==> src/rtl/overture_encoder.sv <==
// OVERTURE opcode encoder: encodes requests into opcode bytes, buffers them in a FIFO and
// writes them to sequential program addresses. Define OVERTURE_ENC_CHECK_EN to reject illegal requests.
module overture_encoder #(
  parameter int DEPTH      = 4,
  parameter int ADDR_WIDTH = 8
) (
  input  logic                  clk,
  input  logic                  rst,
  input  logic                  IN_VALID,
  output logic                  IN_READY,
  input  logic [1:0]            KIND,
  input  logic [5:0]            VALUE,
  input  logic [2:0]            SRC,
  input  logic [2:0]            DST,
  output logic                  WR_EN,
  input  logic                  WR_READY,
  output logic [ADDR_WIDTH-1:0] WR_ADDR,
  output logic [7:0]            WR_DATA,
  output logic                  DONE,
  input  logic                  CLEAR,
  output logic                  ERR
);

  localparam int PTR_W = $clog2(DEPTH);
  localparam logic [PTR_W:0] FULL_CNT = (PTR_W+1)'(DEPTH);
  localparam logic [ADDR_WIDTH-1:0] LAST_ADDR = '1;

  typedef enum logic [1:0] {S_LOAD, S_DRAIN, S_DONE} state_t;

  state_t                state, state_nxt;
  logic [PTR_W:0]        count;
  logic [PTR_W-1:0]      wr_ptr, rd_ptr;
  logic [ADDR_WIDTH-1:0] wr_addr, acc_cnt;
  logic [7:0]            mem [DEPTH];
  logic [7:0]            enc_p0;
  logic                  accept, push, pop, illegal;

  function automatic logic [7:0] encode(input logic [1:0] kind, input logic [5:0] value,
                                        input logic [2:0] src, input logic [2:0] dst);
    case (kind)
      2'd0:    return {2'b00, value};
      2'd1:    return {2'b01, 3'b000, dst};
      2'd2:    return {2'b10, src, dst};
      default: return {2'b11, 3'b000, dst};
    endcase
  endfunction

  assign enc_p0 = encode(KIND, VALUE, SRC, DST);
  assign accept = IN_VALID & IN_READY;
  assign push   = accept & ~illegal;
  assign pop    = WR_EN & WR_READY;

`ifdef OVERTURE_ENC_CHECK_EN
  logic err_q;
  assign illegal = ((KIND == 2'd1) && (DST > 3'd5)) ||
                   ((KIND == 2'd2) && ((SRC == 3'd7) || (DST == 3'd7)));
  assign ERR     = err_q;
`else
  assign illegal = 1'b0;
  assign ERR     = 1'b0;
`endif

  always_comb begin
    IN_READY = 1'b0;
    WR_EN    = 1'b0;
    DONE     = 1'b0;
    case (state)
      S_LOAD: begin
        IN_READY = (count < FULL_CNT);
        WR_EN    = (count != '0);
      end
      S_DRAIN: WR_EN = (count != '0);
      S_DONE:  DONE  = 1'b1;
      default: ;
    endcase
  end

  // The last address is only ever written after the final push, so DONE is reached from DRAIN.
  always_comb begin
    state_nxt = state;
    case (state)
      S_LOAD:  if (push && (acc_cnt == LAST_ADDR)) state_nxt = S_DRAIN;
      S_DRAIN: if (pop && (wr_addr == LAST_ADDR))  state_nxt = S_DONE;
      default: ;
    endcase
  end

  always_ff @(posedge clk) begin
    if (rst || CLEAR) begin
      state   <= S_LOAD;
      count   <= '0;
      wr_ptr  <= '0;
      rd_ptr  <= '0;
      wr_addr <= '0;
      acc_cnt <= '0;
`ifdef OVERTURE_ENC_CHECK_EN
      err_q   <= 1'b0;
`endif
    end else begin
      state <= state_nxt;
      if (push) begin
        wr_ptr  <= wr_ptr + 1'b1;
        acc_cnt <= acc_cnt + 1'b1;
      end
      if (pop) begin
        rd_ptr <= rd_ptr + 1'b1;
        if (wr_addr != LAST_ADDR) wr_addr <= wr_addr + 1'b1;
      end
      case ({push, pop})
        2'b10:   count <= count + 1'b1;
        2'b01:   count <= count - 1'b1;
        default: ;
      endcase
`ifdef OVERTURE_ENC_CHECK_EN
      if (accept && illegal) err_q <= 1'b1;
`endif
    end
  end

  // FIFO storage carries data only; a discarded push lands in a slot the pointers never expose.
  always_ff @(posedge clk) begin
    if (push) mem[wr_ptr] <= enc_p0;
  end

  assign WR_ADDR = wr_addr;
  assign WR_DATA = (count != '0) ? mem[rd_ptr] : 8'h00;

endmodule

==> config.mk <==
export PLATFORM = sky130hd
export DESIGN_NAME = overture_encoder
export DESIGN_NICKNAME = d
export VERILOG_FILES = /design/src/rtl/overture_encoder.sv
export SDC_FILE = /design/constraint.sdc
export NUM_CORES = 1
export LEC_CHECK = 0
export BUFFER_PORTS_ARGS = -buffer_cell sky130_fd_sc_hd__buf_2
export CAP_MARGIN = 0
export CORE_MARGIN = 5
export CORE_UTILIZATION = 32
export DETAILED_ROUTE_END_ITERATION = 16
export GPL_ROUTABILITY_DRIVEN = 0
export SYNTH_ARGS = -nofsm -noshare
export SYNTH_HDL_FRONTEND = slang
export SYNTH_SLANG_ARGS = --single-unit
export TNS_END_PERCENT = 100
==> constraint.sdc <==
create_clock -name clk -period 2.7 [get_ports clk]
set_input_delay 0.675 -clock clk [delete_from_list [all_inputs] [get_ports clk]]
set_output_delay 0.675 -clock clk [all_outputs]
set_load 0.02 [all_outputs]
# Word level (Yosys, flattened, before mapping)
# Memories as Yosys holds them, arrays and structs flattened. A register that Yosys moved wholly into a read port is not among the register bits.
# Cells that the tools add are included.
# classes
order_cmp	1
bitwise	2
muxes	13
eq_ne	11
addsub	6
reduce_logical	11
# op_table
op	count
8-bit one-hot mux with 3 select lines	1
8-bit by 1-bit adder with 8-bit output, second input constant	2
8-bit equality test, second input constant	2
2-bit 2-to-1 mux	4
8-bit 2-to-1 mux	1
8-bit inequality test, second input constant	1
2-bit by 1-bit equality test with 1-bit output, second input constant	3
2-bit equality test, second input constant	3
3-bit one-hot mux with 2 select lines	1
1-bit 2-to-1 mux	5
2-bit by 1-bit adder with 2-bit output, second input constant	2
2-bit zero test	2
2-bit inequality test, second input constant	2
2-bit one-hot mux with 2 select lines	1
2-bit nonzero test	2
3-bit by 1-bit adder with 3-bit output, second input constant	1
3-bit < comparator, second input constant	1
3-bit AND reduction	1
3-bit nonzero test	1
3-bit by 1-bit subtractor with 3-bit output, second input constant	1
1-bit bitwise AND	2
1-bit logical AND	2
2-bit AND reduction	1
2-bit OR reduction	1
1-bit logical OR	1
# totals
ram_bits	32
memories	1
regBits	25
output_inout_bits	20
# mem_list
name	depth	word_bits	rd	rd_ports_with_merged_regs	write_ports	line_no	text
mem	4	8	1	1	1	34	logic [7:0] mem [DEPTH];

# Longest topological paths before layout
# depth
depth_word	7
ltp_mapped	9

# Least setup slack after synthesis
# Ideal clock, no wire load.
# synth_path
path_kind	input -> register
from	input port WR_READY
to	register count[2]
cell_stages	9
setup_time_ns	0.071
arrival_ns	2.292
path_buffers	1
required_ns	2.629
path_slack_ns	0.337
path_cell_list	nor2b_1 and2_4 buf_6 ha_1 inv_1 fa_1 xor2_1 or3_1 a21oi_1
# synth_between
elab_chain_cells	3
# synth_lines
item	line_no	text
start, declared	16	input logic WR_READY,
1-bit bitwise AND (*)	51	assign pop = WR_EN & WR_READY;
named net pop	36	logic accept, push, pop, illegal;
2-bit by 1-bit equality test with 1-bit output / 2-bit equality test (equally long branches)	109	case ({push, pop})
3-bit one-hot mux with 2 select lines / 2-bit nonzero test (equally long branches)	--	
end signal, assigned	110	2'b10: count <= count + 1'b1;
end signal, assigned	111	2'b01: count <= count - 1'b1;
end, declared	31	logic [PTR_W:0] count;
# Mark *: on every way through the listed nets, which the timed path passes. The rest lies on a longest branch.
# A chain may end at the register's enable or synchronous reset.

==> results.py <==
metrics = {
    "critical_path": {
        "worstPathRequired_ps": 2030,
        "cpMaxStageDelayCell": "mux4_2",
        "worstPathMaxFanout": 8,
        "critical_path.max_stage_delay_ps": 520,
        "r2r-start": "count[2]",
        "worst_setup_path_start_kind": "register",
        "path_class": "reg -> out",
        "worstPathCellList": "buf_4 > mux4_2 > and2_1 > buf_2",
        "end_kind": "output pin",
        "arrival_ps": 1660,
    },
    "pwr": {
        "peakVddDrop_mv": 0.201,
        "power.density_nw_per_um2": 589,
        "p_leak_nw": 1.20,
        "p_total_mw": 1.86,
    },
    "grt": {
        "grt-ovfl-total": 0,
        "grt_pass1_wl_um": 8020,
        "grt_usage_pct": 10.2,
        "grt_max_degree": 23,
        "grt_pass1_vias": 1653,
        "antenna_found_initial": 0,
    },
    "sta": {
        "report.final.slew_viol_count": 0,
        "finalSetupTns_ps": 0,
        "rsz0062_at_grt": "false",
        "setup_violations": 0,
        "fin_crit_sh_pct": 86.5,
        "post-route-min-period_ps": 2340,
        "clock_skew_ps": 6.78,
        "finalHoldViolCount": 0,
        "fmax_mhz": 428,
    },
    "clock_network": {
        "cts-resized-gates": 0,
        "cts.sinks": 59,
        "post_cts_buffers": 0,
        "hold_buffers": 0,
        "cts_buffer_depth": 2,
        "cts_tree": "yes",
        "clk_pin_slew_ps": 60,
        "cts_buffers": 9,
        "clock_latency_ps": 330,
        "cts_max_level": 3,
        "clockRootBuffer": "clkbuf_8",
    },
    "placement": {
        "post_dp_cell_area_sq_um": 2980,
        "io_buffers": 37,
        "post-dp-hpwl_um": 3330,
    },
    "yosys": {
        "synth_cell_type_count": 48,
        "synthMostInstantiatedCell": "edfxtp_1",
        "yosys_warnings": 0,
        "async_flop_share_pct": 0,
        "synthCells": 214,
        "synth_top_area_share_pct": 35.7,
        "postSynthAreaPerCell_sq_um": 12.6,
        "netlist_top_cells_count": "edfxtp_1 (32), dfxtp_1 (27), nor2_1 (22), and2_1 (13), nand2_1 (13)",
        "synth_flop_cell": "edfxtp_1",
        "ys_seq_area_share_pct": 55.8,
        "syn_area_sq_um": 2690,
        "yosysTopAreaCell": "edfxtp_1",
        "synth.net_count": 241,
        "synth.area.top_cells": "edfxtp_1 (36%), dfxtp_1 (20%), mux4_2 (6.7%)",
        "yosys_register_bits": 59,
        "synth_edf_count": 32,
    },
    "layout": {
        "area_growth_pct": 17.6,
        "diodes": 0,
        "num-nets-final": 283,
        "final_area_sq_um": 3170,
        "drive_gt1_share_pct": 31.5,
    },
    "floorplan": {
        "top_level_ports": 39,
        "chipWidth_um": 102,
        "initial_core_util_pct": 32.8,
        "core_sq_um": 8220,
        "rows": 33,
        "die_area_sq_um": 10300,
        "die-height_um": 102,
    },
    "routing": {
        "drc": 0,
        "wl_met3_um": 167,
        "dr_total_vias": 1639,
        "vias_per_cell": 4.49,
        "dr.max_layer_used": "met4",
        "wl_met2_um": 2400,
        "first_pass_iters": 4,
        "drtIter0Drc": 70,
        "drt-total-wl_um": 4770,
        "wl_met1_um": 2120,
        "wl_per_cell_um": 13.1,
        "ant_nets": 0,
    },
    "outcome": {
        "status": "finished, final reports clean",
    },
    "min_path": {
        "worstHoldStart": "acc_cnt[1]",
        "hold_path.class": "reg -> reg",
    },
    "flow_run": {
        "drv_cap": 0,
    },
}
==> worst paths after layout <==
path                                   end  slack (ps)  cells after the start
worst max register to register    count[2]         620                      8
worst min register to register  acc_cnt[1]         490                      2
worst max-delay path            WR_DATA[2]         360                      4
worst min-delay path            acc_cnt[1]         490                      2
==> report_power, final <==
group	switching [mW]	internal, mW
combinational	0.0815	0.0609
sequential	0.00788	0.967
clock	0.330	0.417
total	0.419	1.45
==> cells by family after synthesis <==
kind of cell               synth area share, %
AOI/OAI and AO/OA                         4.46
xor gates and xnor gates                  4.51
adders and majority gates                 4.00
buffers and inverters                     3.16
DFF                                       55.8
muxes                                     9.80
other                                    0.139
and+or+nand+nor                           18.2
==> worst max-delay path: cells and delay by family (launching register included) <==
kind / cells / cell delay (ps)
buffers and inverters: 2 / 350
muxes: 1 / 520
and+or+nand+nor: 1 / 160
DFF: 1 / 300
==> cell type report <==
type	count	area, sq um
Clock buffer	10	128
Timing Repair Buffer	42	223
Multi-Input combinational cell	138	1110
Tap cell	105	131
Sequential cell	59	1500
Inverter	6	22.5
Fill cell	780	5050
Clock inverter	5	55.1
==> routing by layer <==
layer | up-vias | track usage (%)
li1 | 847 | -
met1 | 766 | 12.6
met2 | 20 | 16.2
met3 | 6 | 3.31
met4 | 0 | 4.91
met5 | - | 0
==> flip-flops by register name, indices dropped and copies added (netlist names), named ones only <==
signal / flops
mem: 32
wr_ptr: 2
WR_ADDR: 8
rd_ptr: 2
acc_cnt: 8
state: 2
count: 3
==> cell usage in the layout, fill, tap and decap left out, types with 5 or more instances in the layout <==
master / n
and2_1: 13
ha_1: 7
inv_1: 5
edfxtp_1: 32
a21oi_1: 6
nor2_1: 22
nand2_1: 13
xor2_1: 10
buf_4: 5
mux4_2: 8
nand3_1: 7
clkbuf_8: 9
buf_2: 37
dfxtp_1: 27
mux2i_1: 5
==> through the flow <==
step / setup slack [ps] / util, % / cells / hold WS [ps]
6_report: 364 / 38.5 / 365 / 487
5_1_grt: 247 / 38.5 / 365 / 514
4_1_cts: 327 / 38.5 / 365 / 485
3_5_place_dp: 221 / 36.3 / 350 / 472
3_3_place_gp: 280 / 36.3 / 350 / 468
2_1_floorplan: 337 / - / 214 / 448
No activity file was read; power rests on OpenSTA's default activity.
